--- config.mk ---
export PLATFORM = sky130hd
export DESIGN_NAME = cla_digit_serial_adder
export DESIGN_NICKNAME = d
export VERILOG_FILES = /design/src/rtl/cla_digit_serial_adder.sv
export SDC_FILE = /design/constraint.sdc
export NUM_CORES = 1
export LEC_CHECK = 0
export BUFFER_PORTS_ARGS = -buffer_cell sky130_fd_sc_hd__buf_2
export CAP_MARGIN = 20
export CORE_MARGIN = 5
export CORE_UTILIZATION = 33
export CTS_CLUSTER_DIAMETER = 40
export DETAILED_ROUTE_END_ITERATION = 10
export GPL_ROUTABILITY_DRIVEN = 0
export SYNTH_ARGS = -nofsm -noshare
export SYNTH_HDL_FRONTEND = slang
export SYNTH_SLANG_ARGS = --single-unit
--- constraint.sdc ---
create_clock -name clk -period 2.29 [get_ports clk]
set_clock_uncertainty 0.05 [all_clocks]
set_input_delay 0.687 -clock clk [delete_from_list [all_inputs] [get_ports clk]]
set_output_delay 0.687 -clock clk [all_outputs]
set_load 0.01 [all_outputs]
--- src/rtl/cla_digit_serial_adder.sv ---
// Digit-serial WIDTH-bit adder: one 4-bit carry-lookahead slice processes
// one digit per cycle, LSB digit first, with the slice carry-out registered
// and fed back as the next digit's carry-in. Valid/ready on both sides.
module cla_digit_serial_adder #(
    parameter int WIDTH = 16
) (
    input  logic             clk,
    input  logic             rst_n,
    input  logic             in_valid,
    output logic             in_ready,
    input  logic [WIDTH-1:0] a,
    input  logic [WIDTH-1:0] b,
    input  logic             cin,
    output logic             out_valid,
    input  logic             out_ready,
    output logic [WIDTH-1:0] sum,
    output logic             cout,
    output logic             ovf
);

    localparam int N  = WIDTH / 4;
    localparam int CW = (N > 1) ? $clog2(N) : 1;

    typedef enum logic [1:0] {
        IDLE,
        RUN,
        DONE
    } state_t;

    state_t           state;
    logic [WIDTH-1:0] a_sh;
    logic [WIDTH-1:0] b_sh;
    logic [WIDTH-1:0] sum_sh;
    logic             carry;
    logic [CW-1:0]    cnt;
    logic             a_msb;
    logic             b_msb;
    logic             cout_r;
    logic             ovf_r;

    // Slice signals
    logic [3:0] g;
    logic [3:0] p;
    logic [3:0] c;
    logic [3:0] s4;
    logic       c4;
    logic       grp_g;
    logic       grp_p;

    // 4-bit carry-lookahead slice on the current low digit and the carry register
    always_comb begin
        g     = a_sh[3:0] & b_sh[3:0];
        p     = a_sh[3:0] ^ b_sh[3:0];
        c[0]  = carry;
        c[1]  = g[0] | (p[0] & carry);
        c[2]  = g[1] | (p[1] & g[0]) | (p[1] & p[0] & carry);
        c[3]  = g[2] | (p[2] & g[1]) | (p[2] & p[1] & g[0])
              | (p[2] & p[1] & p[0] & carry);
        grp_g = g[3] | (p[3] & g[2]) | (p[3] & p[2] & g[1])
              | (p[3] & p[2] & p[1] & g[0]);
        grp_p = &p;
        c4    = grp_g | (grp_p & carry);
        s4    = p ^ c;
    end

    // Control FSM plus operand, sum and flag registers
    always_ff @(posedge clk or negedge rst_n) begin
        if (!rst_n) begin
            state  <= IDLE;
            a_sh   <= '0;
            b_sh   <= '0;
            sum_sh <= '0;
            carry  <= 1'b0;
            cnt    <= '0;
            a_msb  <= 1'b0;
            b_msb  <= 1'b0;
            cout_r <= 1'b0;
            ovf_r  <= 1'b0;
        end else begin
            case (state)
                IDLE: begin
                    if (in_valid) begin
                        a_sh  <= a;
                        b_sh  <= b;
                        carry <= cin;
                        cnt   <= '0;
                        a_msb <= a[WIDTH-1];
                        b_msb <= b[WIDTH-1];
                        state <= RUN;
                    end
                end
                RUN: begin
                    sum_sh <= {s4, sum_sh[WIDTH-1:4]};
                    a_sh   <= {4'b0000, a_sh[WIDTH-1:4]};
                    b_sh   <= {4'b0000, b_sh[WIDTH-1:4]};
                    carry  <= c4;
                    cnt    <= cnt + CW'(1);
                    if (cnt == CW'(N - 1)) begin
                        cout_r <= c4;
                        ovf_r  <= (a_msb == b_msb) & (s4[3] != a_msb);
                        state  <= DONE;
                    end
                end
                DONE: begin
                    if (out_ready) begin
                        state <= IDLE;
                    end
                end
                default: state <= IDLE;
            endcase
        end
    end

    assign in_ready  = (state == IDLE);
    assign out_valid = (state == DONE);
    assign sum       = sum_sh;
    assign cout      = cout_r;
    assign ovf       = ovf_r;

endmodule

# [Word-level counts from Yosys, hierarchy flattened]
# Index checks and enable logic that the tools add are counted.
# W data, S select, Z words.
[classes] eq_ne=8 bitwise_logic=29 mux=12 add_sub_neg=1 reduce_logical=7
[ops] op="$pmux W16 S2" count=2
[ops] op="$mux W16" count=2
[ops] op="$and A1 B1 Y1" count=16
[ops] op="$or A1 B1 Y1" count=10
[ops] op="$mux W2" count=4
[ops] op="$xor A4 B4 Y4" count=2
[ops] op="$pmux W2 S3" count=1
[ops] op="$reduce_and A2 Y1" count=3
[ops] op="$and A4 B4 Y4" count=1
[ops] op="$eq A2 B2 Y1 const B" count=2
[ops] op="$ne A2 B2 Y1 const B" count=2
[ops] op="$pmux W2 S2" count=1
[ops] op="$reduce_and A4 Y1" count=1
[ops] op="$reduce_and A3 Y1" count=1
[ops] op="$add A2 B1 Y2 const B" count=1
[ops] op="$eq A2 B1 Y1 const B" count=1
[ops] op="$logic_not A2 Y1" count=1
[ops] op="$ne A2 B1 Y1 const B" count=1
[ops] op="$pmux W1 S2" count=1
[ops] op="$reduce_bool A2 Y1" count=1
[ops] op="$eq A1 B1 Y1" count=1
[ops] op="$mux W1" count=1
[ops] op="$ne A1 B1 Y1" count=1
[totals] out_inout_bits=20 regBits=57 wordCells=67

# [Depth between registers and ports, before layout]
[logic_depth] word_depth=8 ltp_mapped=6 mapped_depth_nobuf=5

# [Worst setup path before layout]
# No wires, ideal clock.
[synth_timing] path_type="flip-flop to flip-flop" startpoint="reg a_sh[0]" endpoint="reg ovf_r (netlist: ovf)" t_required_ns=2.171 path_stages_with_launch=6 path_buffers=0 slack_ns=0.549 arrival_ns=1.622 cell_sequence="dfrtp_1 ha_1 a21o_1 and4_1 or4_1 nand3_1"
[synth_between] elab_chain_cells=7 word_cells_on_any_way=10 classes_between="eq/ne (1); bitwise (9)"
[synth_rtl] item="from (decl)" line="31" text="logic [WIDTH-1:0] a_sh;"
[synth_rtl] item="from (signal assigned)" line="94" text="a_sh <= {4'b0000, a_sh[WIDTH-1:4]};"
[synth_rtl] item="$and A4 B4 Y4 / $xor A4 B4 Y4 (equally long branches)" line="52, 53"
[synth_rtl] item="$and A1 B1 Y1 (on tied branches)" line="57, 58"
[synth_rtl] item="$or A1 B1 Y1 / $and A1 B1 Y1 (equally long branches)" line="57, 58"
[synth_rtl] item="$or A1 B1 Y1 *" line="58" text="| (p[2] & p[1] & p[0] & carry);"
[synth_rtl] item="$xor A4 B4 Y4 *" line="63" text="s4 = p ^ c;"
[synth_rtl] item="$ne A1 B1 Y1 *" line="100" text="ovf_r <= (a_msb == b_msb) & (s4[3] != a_msb);"
[synth_rtl] item="$and A1 B1 Y1 *" line="100"
[synth_rtl] item="to (signal assigned)" line="100"
[synth_rtl] item="to (decl)" line="39" text="logic ovf_r;"
# Every way passes the cells marked *; elsewhere a longest branch is shown, timed or not.
# A chain may end at the register's enable or synchronous reset.

# [Final worst setup path]
[layout_timing] startpoint="reg state[0]" endpoint="out out_valid"
[layout_between] elab_chain_cells=1
[layout_rtl] item="from (decl)" line="30" text="state_t state;"
[layout_rtl] item="from (signal assigned)" line="69" text="state <= IDLE;"
[layout_rtl] item="from (signal assigned)" line="89" text="state <= RUN;"
[layout_rtl] item="from (signal assigned)" line="101" text="state <= DONE;"
[layout_rtl] item="$eq A2 B2 Y1" line="115" text="assign out_valid = (state == DONE);"
[layout_rtl] item="to (decl)" line="14" text="output logic out_valid,"
# No other way between the ends.

==> impl_metrics.json <==
{
  "io_pins": 57,
  "total_leakage_power_uw": 0.00155,
  "power_frac_comb_pct": 39.4,
  "post-cts-setup-buffers": 0,
  "critPathLaunchType": "flip-flop",
  "intPower_uw": 2570,
  "crit_end": "out_valid",
  "slew_headroom_pct": 34.2,
  "ctsResizeCount": 0,
  "drtIter0Drc": 92,
  "max_cap_violations": 0,
  "synth_area_leaders": "dfrtp_1, nand2_1, mux2i_1, o21ai_0, ha_1",
  "grt_max_degree": 63,
  "clk_latency_ns": 0.32,
  "numCtsBuffers": 9,
  "async_flop_share_pct": 100,
  "routed_wl_um": 5410,
  "first_global_vias": 1885,
  "setup_tns_ns": 0,
  "ant_nets": 0,
  "core_um2": 7650,
  "synth_area_leader_cell": "dfrtp_1",
  "synth.ff_latch_count": 57,
  "synth_top_cell_area_share_pct": 55.7,
  "required_ns": 1.55,
  "finalCritPeriodShare_pct": 81.7,
  "wl_per_cell_um": 12.8,
  "place_area_um2": 2960,
  "startpoint": "state[0]",
  "dieWidth_um": 98.1,
  "synth_edf_count": 0,
  "r2r-end": "ovf",
  "postSynthNetCount": 302,
  "ir_drop_mv": 0.558,
  "clock_path_buffers": 2,
  "die_h_um": 98.1,
  "cts_tree": "done",
  "grt_pass1_wl_um": 9330,
  "pwr-share-clk_pct": 20.2,
  "place_hpwl_um": 3680,
  "drive_gt1_share_pct": 25.1,
  "yosys_warnings": 0,
  "ys_seq_area_share_pct": 55.7,
  "layout_min_cycle_time_ns": 1.87,
  "outcome": "finished clean",
  "antenna_found_initial": 0,
  "p_seq_share_pct": 40.4,
  "area_growth_pct": 22.8,
  "r2r_setup_slack_ns": 0.49,
  "drc_errors": 0,
  "rsz0062_at_grt": "false",
  "synth.avg_cell_area_um2": 9.88,
  "end_kind": "primary output",
  "final_hold_viol_count": 0,
  "r2r-start": "a_sh[0]",
  "worst_ep_arrival_time_ns": 1.13,
  "clock_sinks": 57,
  "clock.fmax_mhz": 535,
  "powerDensity_nw_per_um2": 1330,
  "synthesis.area_um2": 2560,
  "drv_slew": 0,
  "vias": 1916,
  "worst_pin_slew_ns": 0.987,
  "setup_viol": 0,
  "swShare_pct": 38.5,
  "path_class": "reg -> out",
  "clkSlewWorstSetupHoldPaths_ns": 0.06,
  "dieArea_um2": 9620,
  "row_count": 32,
  "cts_hold_buf": 0,
  "crit_fanout": 6,
  "holdCritPathClass": "in -> async",
  "switchingPower_uw": 1610,
  "avgViaCountPerCell": 4.55,
  "fin_hold_ws_ns": 0.311,
  "ff2ff_path_depth": 5,
  "track_usage_pct": 12.1,
  "nets": 358,
  "initial_core_util_pct": 33.5,
  "cts_root_buf": "clkbuf_8",
  "dr.pass1.iters": 4,
  "htreeDepth": 3,
  "final_area_um2": 3140,
  "netlist_instances": 259,
  "synth.distinct_cells": 34,
  "io_buffers": 56,
  "grt_overflow": 0,
  "synth-main-ff-cell": "dfrtp_1",
  "n_antenna_cell": 0,
  "fill_cells": 764
}
[layer usage]
metal	vias up	wire, µm	global-route usage [%]
met5	-	0	0
met2	42	2350	17.6
met1	882	2680	16.9
met4	0	85	5.11
met3	7	285	3.43
li1	985	-	-
[stage by stage]
| stage | setup slack, ns | total power, µW | instances | util [%] |
|---|---|---|---|---|
| 2_1_floorplan | 0.549 | 2890 | 259 | - |
| 3_3_place_gp | 0.378 | 3350 | 406 | 38.8 |
| 3_5_place_dp | 0.342 | 3400 | 406 | 38.8 |
| 4_1_cts | 0.391 | 4260 | 421 | 41.1 |
| 5_1_grt | 0.322 | 4600 | 421 | 41.1 |
| 6_report | 0.420 | 4180 | 421 | 41.1 |
[power by group through the flow]
stage,Sequential (µW),Clock [µW],Combinational (µW)
floorplan,1720,0,1170
global placement,1710,0,1640
detailed placement,1710,0,1680
CTS,1700,883,1680
global route,1760,913,1930
finish,1690,843,1650
[flip-flops by register name, summed over array words and instances, names as in the netlist, 2 cells and up]
name and flops:
a_sh 16, b_sh 16, sum 16, cnt 2, state 2
[cell type report]
| class | instances | area [µm²] | area share [%] |
|---|---|---|---|
| Inverter | 3 | 11.3 | 0.358 |
| Sequential cell | 57 | 1430 | 45.4 |
| Tap cell | 102 | 128 | 4.06 |
| Timing Repair Buffer | 60 | 335 | 10.7 |
| Clock buffer | 12 | 165 | 5.25 |
| Clock inverter | 3 | 15.0 | 0.478 |
| Multi-Input combinational cell | 184 | 1060 | 33.8 |
[cells by family after synthesis]
kind of cell    after synthesis  share of synthesized area (%)
compound gates               52                           11.3
fa+ha+maj                     6                           3.23
xor+xnor                      1                          0.342
flops                        57                           55.7
simple gates                101                           16.7
buf+inv                      18                           3.23
mux                          24                           9.48
[cell usage after synthesis, types with 2 or more instances]
cell / instances
mux2i_1: 22
clkbuf_1: 8
nand2_1: 83
a21oi_1: 3
a211oi_1: 2
dfrtp_1: 57
mux2_2: 2
nor2b_1: 2
inv_1: 3
a22o_1: 2
ha_1: 5
buf_2: 3
o21ai_0: 39
nor2_1: 6
buf_4: 3
[cells in the final DEF, fill, tap and decap left out, types with 2 or more instances in the layout]
master	instances
a211oi_1	2
a21oi_1	3
a22o_1	2
buf_12	2
buf_2	56
buf_4	2
clkbuf_8	12
clkinv_2	3
dfrtp_1	57
ha_1	5
inv_1	3
mux2_2	2
mux2i_1	22
nand2_1	83
nor2_1	6
o21ai_0	39
[worst min path at each step]
| stage | startpoint | end | slack [ns] | cells past startpoint |
|---|---|---|---|---|
| floorplan | rst_n | a_msb | 0.34 | 0 |
| global placement | sum[3] | sum[3] | 0.40 | 2 |
| detailed placement | sum[1] | sum[1] | 0.41 | 2 |
| CTS | rst_n | sum[4] | 0.31 | 2 |
| global route | rst_n | sum[3] | 0.34 | 2 |
| finish | rst_n | sum[7] | 0.31 | 2 |
[critical path: stages (launching register included)]
cell and delay, ns:
dfrtp_1 0.46, and2b_1 0.22, buf_2 0.13
No activity file was read; power rests on OpenSTA's default activity.
